## src/rtl/store_monitor.sv

```systemverilog
// Watches processor stores and reaches a pass/fail/timeout verdict.
// Every store seen while running is also captured in a small log FIFO.
module store_monitor #(
    parameter logic [31:0] EXP_ADDR       = 32'd84,
    parameter logic [31:0] EXP_DATA       = 32'd7,
    parameter logic [31:0] ALLOW_ADDR     = 32'd80,
    parameter int unsigned TIMEOUT_CYCLES = 30,
    parameter int unsigned LOG_DEPTH      = 8
) (
    input  logic        clk,
    input  logic        reset,
    input  logic        memwrite,
    input  logic [31:0] dataadr,
    input  logic [31:0] writedata,
    input  logic        log_rd,
    output logic        done,
    output logic        pass,
    output logic        fail,
    output logic        timeout,
    output logic [7:0]  store_count,
    output logic        log_valid,
    output logic [31:0] log_addr,
    output logic [31:0] log_data,
    output logic        log_ovf
);

    localparam int unsigned AW = $clog2(LOG_DEPTH);

    typedef enum logic [1:0] {StRun, StPass, StFail, StTimeout} state_e;

    state_e      state_q, state_d;
    logic [31:0] cyc_q, cyc_d;
    logic [7:0]  cnt_q, cnt_d;
    logic        done_q, pass_q, fail_q, timeout_q, ovf_q;
    logic        hit, allowed;

    logic [AW:0]   wr_q, rd_q;
    logic [31:0]   addr_mem [LOG_DEPTH];
    logic [31:0]   data_mem [LOG_DEPTH];
    logic          empty, full, push, pop, wr_en;

    // Kept as plain logic so an X/Z operand falls through to the failing branch.
    assign hit     = (dataadr == EXP_ADDR) && (writedata == EXP_DATA);
    assign allowed = (dataadr == ALLOW_ADDR);

    always_comb begin
        state_d = state_q;
        cyc_d   = cyc_q;
        cnt_d   = cnt_q;
        if (state_q == StRun) begin
            cyc_d = cyc_q + 32'd1;
            if (memwrite) begin
                if (cnt_q != 8'hff) cnt_d = cnt_q + 8'd1;
                if (hit) state_d = StPass;
                else if (allowed) state_d = StRun;
                else state_d = StFail;
            end
            // A verdicting store on the same cycle wins over the timeout.
            if (state_d == StRun && cyc_q == TIMEOUT_CYCLES - 1) state_d = StTimeout;
        end
    end

    assign empty = (wr_q == rd_q);
    assign full  = (wr_q[AW] != rd_q[AW]) && (wr_q[AW-1:0] == rd_q[AW-1:0]);
    assign push  = (state_q == StRun) && memwrite;
    assign pop   = log_rd && !empty;
    assign wr_en = push && (!full || pop);

    always_ff @(posedge clk) begin
        if (reset) begin
            state_q   <= StRun;
            cyc_q     <= '0;
            cnt_q     <= '0;
            done_q    <= 1'b0;
            pass_q    <= 1'b0;
            fail_q    <= 1'b0;
            timeout_q <= 1'b0;
            ovf_q     <= 1'b0;
            wr_q      <= '0;
            rd_q      <= '0;
        end else begin
            state_q   <= state_d;
            cyc_q     <= cyc_d;
            cnt_q     <= cnt_d;
            done_q    <= (state_d != StRun);
            pass_q    <= (state_d == StPass);
            fail_q    <= (state_d == StFail);
            timeout_q <= (state_d == StTimeout);
            if (push && full && !pop) ovf_q <= 1'b1;
            if (wr_en) wr_q <= wr_q + 1'b1;
            if (pop) rd_q <= rd_q + 1'b1;
        end
    end

    always_ff @(posedge clk) begin
        if (!reset && wr_en) begin
            addr_mem[wr_q[AW-1:0]] <= dataadr;
            data_mem[wr_q[AW-1:0]] <= writedata;
        end
    end

    assign done        = done_q;
    assign pass        = pass_q;
    assign fail        = fail_q;
    assign timeout     = timeout_q;
    assign store_count = cnt_q;
    assign log_valid   = !empty;
    assign log_addr    = empty ? 32'd0 : addr_mem[rd_q[AW-1:0]];
    assign log_data    = empty ? 32'd0 : data_mem[rd_q[AW-1:0]];
    assign log_ovf     = ovf_q;

endmodule
```

## config.mk

```make
export PLATFORM = sky130hd
export DESIGN_NAME = store_monitor
export DESIGN_NICKNAME = d
export VERILOG_FILES = /design/src/rtl/store_monitor.sv
export SDC_FILE = /design/constraint.sdc
export NUM_CORES = 1
export LEC_CHECK = 0
export BUFFER_PORTS_ARGS = -buffer_cell sky130_fd_sc_hd__buf_2
export CORE_ASPECT_RATIO = 1.75
export CORE_MARGIN = 10
export CORE_UTILIZATION = 56
export CTS_BUF_LIST = sky130_fd_sc_hd__clkbuf_4
export DETAILED_ROUTE_END_ITERATION = 12
export GPL_ROUTABILITY_DRIVEN = 0
export PLACE_DENSITY = 0.81
export SYNTH_ARGS = -nofsm -noshare
export SYNTH_HDL_FRONTEND = slang
export SYNTH_SLANG_ARGS = --single-unit
```

## constraint.sdc

```tcl
create_clock -name clk -period 8.25 [get_ports clk]
set_input_delay 0 -clock clk [delete_from_list [all_inputs] [get_ports clk]]
set_output_delay 0 -clock clk [all_outputs]
set_load 0.005 [all_outputs]
```

# ---- Word level (Yosys, flattened, before mapping)
# Memories as Yosys holds them, arrays and structs flattened. A register that Yosys moved wholly into a read port is not among the register bits.
# Index checks and enable logic that the tools add are counted.
dict set report word_totals {
  ram_bits 512
  word_cells 59
  register_bits 55
  latchBits 0
  mem_bits_ro 0
  out_inout_bits 78
  in_bits 68
  n_memories 2
}
dict set report classes {
  mux 14
  reduce_logical 18
  n_eq_ne 11
  n_addsub 4
  n_div 0
  bitwise 0
  multipliers 0
  shift 0
  n_lt_le_gt_ge 0
}
# memory words word_bits rd rd_ports_with_merged_regs wr line_no
set mem_list {}
lappend mem_list {addr_mem 8 32 1 1 1 38} ;# logic [31:0] addr_mem [LOG_DEPTH];
lappend mem_list {data_mem 8 32 1 1 1 39} ;# logic [31:0] data_mem [LOG_DEPTH];
# op count
set ops {}
lappend ops {{== test 32 x 7 -> 1 bit, second input constant} 2}
lappend ops {{two-way mux 32 bit} 2}
lappend ops {{adder 32 x 1 -> 32 bit, second input constant} 1}
lappend ops {{== test 32 x 3 -> 1 bit, second input constant} 1}
lappend ops {{== test 32 x 5 -> 1 bit, second input constant} 1}
lappend ops {{two-way mux 2 bit} 6}
lappend ops {{two-way mux 3 bit} 4}
lappend ops {{logical AND 1 bit} 9}
lappend ops {{adder 4 x 1 -> 4 bit, second input constant} 2}
lappend ops {{adder 8 x 1 -> 8 bit, second input constant} 1}
lappend ops {{!= test 8 bit, second input constant} 1}
lappend ops {{== test 2 bit, second input constant} 2}
lappend ops {{== test 4 bit} 1}
lappend ops {{logical NOT 1 bit} 4}
lappend ops {{logical NOT 2 bit} 2}
lappend ops {{== test 3 bit} 1}
lappend ops {{AND reduction 3 bit} 1}
lappend ops {{== test 2 x 1 -> 1 bit, second input constant} 1}
lappend ops {{two-way mux 1 bit} 2}
lappend ops {{nonzero test 2 bit} 1}
lappend ops {{logical OR 1 bit} 1}
lappend ops {{!= test 1 bit} 1}

# ---- Longest topological paths before layout
# Gate-level depths: netlist of run 1.
dict set report logic_depth {
  depth_word 10
  mapped_depth 8
  ltp_nobuf 7
}

# ---- Least setup slack after synthesis of run 1
# No wires, ideal clock.
dict set report synth_path {
  path_kind {register -> register}
  start {register state_q[1]}
  end {memory addr_mem[3][0] (enable)}
  period_less_slack_ps 7800
  n_path_buf 1
  path_slack_ps 450
  t_required_ps 7606
  arrival_time_ps 7156
  stages_incl_launch_ff 5
  setup_ps 644
  cell_sequence {dfxtp_1 > buf_6 > nor3b_1 > o31ai_1 > nor4_1}
}
dict set report synth_between {
  elab_chain_len 6
}
# item line_no
set synth_rtl {}
lappend synth_rtl {{start, declared} 31} ;# state_e state_q, state_d;
lappend synth_rtl {{start signal, assigned} 71} ;# state_q <= StRun;
lappend synth_rtl {{start signal, assigned} 82} ;# state_q <= state_d;
lappend synth_rtl {{logical NOT 2 bit} 65} ;# assign push = (state_q == StRun) && memwrite;
lappend synth_rtl {{logical AND 1 bit} 65}
lappend synth_rtl {{logical AND 1 bit} 67} ;# assign wr_en = push && (!full || pop);
lappend synth_rtl {{logical AND 1 bit} 96} ;# if (!reset && wr_en) begin
lappend synth_rtl {{two-way mux 1 bit} 96}
lappend synth_rtl {{two-way mux 1 bit (not written as such)} 97} ;# addr_mem[wr_q[AW-1:0]] <= dataadr;
lappend synth_rtl {{end, declared} 38}
# No other way between the ends.

==> results.cfg, run 1 <==
[power]
switchingPower_mw = 1.46
p_leak_nw = 8.69
p_comb_share_pct = 13.5
clockPowerShare_pct = 33.5
p_int_mw = 4.60
fin_total_pwr_mw = 6.07
ir_worst_vdd_uv = 136
seqPwrFrac_pct = 53.0
swShare_pct = 24.1
power_density_nw_per_um2 = 231

[clock_network]
clk_latency_ns = 0.85
cts_buffers = 114
cts_sinks = 570
cts_tree = yes
cts_resized = 0
h-tree-depth = 3
cts-root-buf = clkbuf_4
clkTransAtPathRegs_ns = 0.07
post_cts_buffers = 0
clock_path_buffers = 3

[cells_and_area]
finalNetCount = 1562
areaGrowthSynthToFinish_pct = 18.4
drive_above_1_share_pct = 30.3
fin_area_sq_um = 26200

[grt]
grtUsageMet2_pct = 36.6
grt_pass1_wl_microns = 74600
grt_pass1_vias = 12963
met1_usage_pct = 23.0
grt_overflow_total = 0
grt_use_total_pct = 20.3
antenna_found_initial = 1
grt_start_max_net_pins = 114
top_usage_layer = met2
grt_util_met3_pct = 4.16

[floorplanning]
die_x_microns = 170
die-height_microns = 283
initial_core_util_pct = 56.6
io_pins = 146
coreArea_sq_um = 39200
rows = 96
die_area_sq_um = 48300

[sta]
fin_crit_sh_pct = 45.5
worst_pin_slew_ns = 1.07
whs_ns = 0.0516
min_period_ns = 3.75
slew_headroom_pct = 28.7
max_clock_freq_mhz = 266
drv_slew = 0
setup_tns_ns = 0
fin_worst_skew_ns = 0.0861
setup_viol_count_final = 0
setup_ws_ns = 4.50
rsz0062_at_grt = no
final_hold_viol_count = 0

[run]
drv_cap = 0

[synthesis]
synth_seq_cells = 570
async_reset_ff_share_pct = 0
synthFlopType = edfxtp_1
synth_edf_count = 512
yosysWarnings = 0
yosysUniqueCellTypes = 54
syn_avg_cell_area_sq_um = 19.5
netlist_area_sq_um = 22200
synth_nets = 1213
ys_seq_area_share_pct = 74.6
syn_inst = 1140

[placement]
portBuffers = 145
dpl-instance-area_sq_um = 23500
hpwl_microns = 26300
pre_cts_slack_ns = 5.05

[critical_path]
critical-path-slowest-cell = dfxtp_4
cp_max_fo = 71
crit_type = reg -> out
path_cells = buf_4, mux4_2, mux2i_1, nor2_1, buf_2
worstPathRequired_ns = 8.25
crit_path_start_kind = register
end_kind = primary output
crit_arrival_ns = 3.75
max_stage_delay_ns = 1.05

[route]
wire_per_inst_microns = 23.1
first_pass_iters = 5
routed_wirelength_microns = 47900
route.detailed.drc = 0
via_per_inst = 5.83
drt_iter0_markers = 806
ant_nets = 0
vias = 12093

[hold_path]
hp-class = in -> reg

[outcome]
status = finished clean
## state kept, by name, indices dropped and copies added, names as in the netlist, named ones only
register     count
store_count      8
rd_q             4
fail             1
cyc_q           32
pass             1
state_q          2
done             1
log_ovf          1
timeout          1
wr_q             4
addr_mem       256
data_mem       256
## synth_stat cells, types with 3 or more instances
library cell | n | share of area [%]
ha_1 | 5 | 0.28
mux2i_1 | 67 | 3.0
nand4_1 | 15 | 0.42
nand3_1 | 13 | 0.29
o21ai_0 | 3 | 0.068
or3_1 | 4 | 0.11
a21oi_1 | 12 | 0.27
nand2_1 | 20 | 0.34
nor2_1 | 117 | 2.0
nor2b_1 | 4 | 0.11
inv_1 | 7 | 0.12
dfxtp_1 | 58 | 5.2
clkbuf_1 | 23 | 0.39
xor2_1 | 21 | 0.83
edfxtp_1 | 512 | 69
and3_1 | 6 | 0.17
nor3b_1 | 4 | 0.14
or4_1 | 6 | 0.20
mux4_2 | 128 | 13
mux2_1 | 3 | 0.15
o31ai_1 | 5 | 0.17
xnor2_1 | 15 | 0.59
nor3_1 | 8 | 0.18
buf_1 | 27 | 0.46
nor4_1 | 19 | 0.54
## kinds of logic after synthesis
group           count (synthesis)  synth area share [%]
flops                         570                  74.6
simple gates                  238                  5.47
mux                           198                  16.2
buf+inv                        61                  1.11
xor+xnor                       36                  1.42
compound gates                 32                 0.965
fa+ha+maj                       5                 0.282
## metal layers
layer	up-vias	share of wire, %
met5	-	0
li1	5396	-
met1	6112	36
met3	89	6.2
met2	496	55
met4	0	2.6
## placed cells by master, fill, tap and decap left out, types with 4 or more instances in the layout
| master | instances |
|---|---|
| a21oi_1 | 12 |
| and3_1 | 6 |
| mux2i_1 | 67 |
| xnor2_1 | 15 |
| clkbuf_4 | 159 |
| o31ai_1 | 5 |
| buf_4 | 13 |
| nand4_1 | 15 |
| nor4_1 | 18 |
| mux4_2 | 128 |
| or4_1 | 6 |
| nor3_1 | 7 |
| nor2_1 | 116 |
| edfxtp_1 | 512 |
| ha_1 | 5 |
| inv_1 | 7 |
| bufinv_16 | 4 |
| nand3_1 | 13 |
| or3_1 | 4 |
| clkinv_1 | 38 |
| nand2_1 | 20 |
| clkinv_2 | 8 |
| dfxtp_1 | 55 |
| dlygate4sd3_1 | 127 |
| buf_2 | 145 |
| xor2_1 | 21 |
## cell type report
class / count / area, sq um
Sequential cell: 570 / 16500
Fill cell: 2492 / 12900
Multi-Input combinational cell: 509 / 5440
Timing Repair Buffer: 286 / 2110
Clock buffer: 159 / 1190
Tap cell: 490 / 613
Clock inverter: 51 / 307
Inverter: 8 / 30.0
Antenna cell: 1 / 2.50
## metrics by stage
stage                     cells  util (%)
after floorplan            1140         -
after global placement     1736      60.0
after detailed placement   1736      60.0
after CTS                  2073      67.0
after global routing       2074      67.0
final                      2074      67.0
## worst max-delay path, delay by kind of cell, from the launching register on
family / cells / cell delay (ns)
buffers and inverters: 2 / 0.98
and+or+nand+nor: 1 / 0.07
muxes: 2 / 0.78
DFF: 1 / 1.05
## repair_timing
action	CTS	global route
hold endpoints to repair	570	0
hold buffers	127	0
endpoints found under the setup margin	0	0
## worst paths after layout
path | start | to | slack, ns | cells after the start
max | register | log_data[9] | 4.50 | 5
min | writedata[31] | data_mem[7][31] | 0.05 | 2
max reg2reg | state_q[1] | data_mem[5][13] | 4.85 | 5
min reg2reg | cyc_q[31] | cyc_q[31] | 0.48 | 2
## power by group through the flow
stage / combinational (mW) / sequential (mW) / clock (mW)
2_1_floorplan: 0.519 / 3.25 / 0
3_3_place_gp: 0.768 / 3.28 / 0
3_5_place_dp: 0.779 / 3.28 / 0
4_1_cts: 0.834 / 3.22 / 2.07
5_1_grt: 0.890 / 3.22 / 2.20
6_report: 0.819 / 3.22 / 2.03
(Power assumes the default switching activity.)
==> inputs of run 2 (changes only) <==
Settings changed: CORE_UTILIZATION 56 to 60, PLACE_DENSITY 0.81 to 0.82.
Clock period 8.25 ns to 3.8 ns, I/O delays scaled along.
==> results.cfg, run 2 (synthesis gave the netlist of run 1 again) <==
[outcome]
status = finished clean

[sta]
setup_viol_count_final = 0
max_clock_freq_mhz = 299
setup_ws_ns = 0.456
drv_slew = 0
fin_crit_sh_pct = 88.0
worst_pin_slew_ns = 1.15
rsz0062_at_grt = no
final_hold_viol_count = 0
fin_worst_skew_ns = 0.0570
slew_headroom_pct = 23.5
min_period_ns = 3.34

[grt]
grt_start_max_net_pins = 65
grt_use_total_pct = 22.7
antenna_found_initial = 4
grt_pass1_wl_microns = 77800
grt_pass1_vias = 13534
grt_overflow_total = 0

[route]
drt_iter0_markers = 1027
route.detailed.drc = 0
first_pass_iters = 7
vias = 12428
ant_nets = 0
routed_wirelength_microns = 50500
via_per_inst = 5.95
wire_per_inst_microns = 24.2

[cells_and_area]
drive_above_1_share_pct = 31.1
multiInputGateArea_sq_um = 5480
layout_common_cells = 512 x edfxtp_1, 172 x clkbuf_4, 145 x buf_2
fin_area_sq_um = 26600
areaGrowthSynthToFinish_pct = 19.8
finalNetCount = 1584
fillers = 2090
final_common_cell = edfxtp_1
seq_area_sq_um = 16500

[critical_path]
crit_path_start_kind = register
worstPathRequired_ns = 4.23
reg2reg_from = wr_q[0]
startpoint = wr_q[0]
cp_max_fo = 64
crit_arrival_ns = 3.77
crit_type = reg -> reg
end_kind = register

[hold_path]
min_from = writedata[28]
hp-class = in -> reg

[floorplanning]
rows = 93
die-height_microns = 274
coreArea_sq_um = 36700
io_pins = 146
die_x_microns = 165
initial_core_util_pct = 60.5
die_area_sq_um = 45300

[power]
clockPowerShare_pct = 34.0
seqPwrFrac_pct = 52.3
power_density_nw_per_um2 = 505
ir_worst_vdd_uv = 383
p_leak_nw = 8.83
p_comb_share_pct = 13.7
swShare_pct = 25.0
p_int_mw = 10.1
switchingPower_mw = 3.35

[run]
drv_cap = 0

[clock_network]
clk_latency_ns = 0.86
cts_sinks = 570
cts-root-buf = clkbuf_4
post_cts_buffers = 0
ctsHoldBuffers = 137
cts_tree = yes
cts_buffers = 119
clkTransAtPathRegs_ns = 0.09
cts_resized = 0
clock_path_buffers = 3
h-tree-depth = 3

[placement]
pre_cts_slack_ns = 0.502
dpl-instance-area_sq_um = 23600
portBuffers = 145
hpwl_microns = 27000
-- run 2: critical path, stage by stage (launching register included) --
cell,delay (ns)
dfxtp_1,0.68
xnor2_1,0.12
nand3_1,0.25
o31ai_1,0.26
or3b_1,0.57
nor3b_4,0.22
buf_4,0.81
-- run 2: metrics by stage --
stage	TNS (ns)	utilization (%)	total power, mW	hold slack (ns)	instances
2_1_floorplan	-179.76	-	8.19	0.0989	1140
5_1_grt	0	72.5	13.9	0.00102	2089
6_report	0	72.5	13.4	0.0139	2089
4_1_cts	0	72.5	13.4	0.000192	2085
3_5_place_dp	0	64.5	8.89	0.299	1728
3_3_place_gp	0	64.5	8.84	0.281	1728
-- run 2: worst paths after layout --
kind	depth (start not counted)	slack [ns]	to
hold / removal	2	0.01	data_mem[5][28]
setup / recovery	6	0.46	addr_mem[6][23]
setup reg to reg	6	0.46	addr_mem[6][23]
hold reg to reg	2	0.51	cyc_q[31]
-- run 2: area by class of cell --
class / instances / area share (%)
inverter: 8 / 0.113
sequential: 570 / 62.3
multi-input combinational: 509 / 20.6
antenna: 4 / 0.0377
clock inverter: 48 / 0.956
tap: 475 / 2.24
clock buffer: 172 / 4.86
timing repair buffer: 303 / 8.91
-- run 2: power by group through the flow --
stage	clock network [mW]	logic [mW]	registers, mW
final	4.56	1.84	7.02
after floorplan	0	1.13	7.06
after detailed placement	0	1.73	7.16
after global placement	0	1.69	7.15
after CTS	4.57	1.85	7.02
after global routing	4.91	1.98	7.04
-- run 2: routing by layer --
metal	vias to the layer above	track usage (%)	share of wire [%]
met1	6315	26.2	35
met4	0	9.67	3.4
li1	5445	-	-
met2	550	39.8	55
met3	118	4.84	6.6
met5	-	0	0
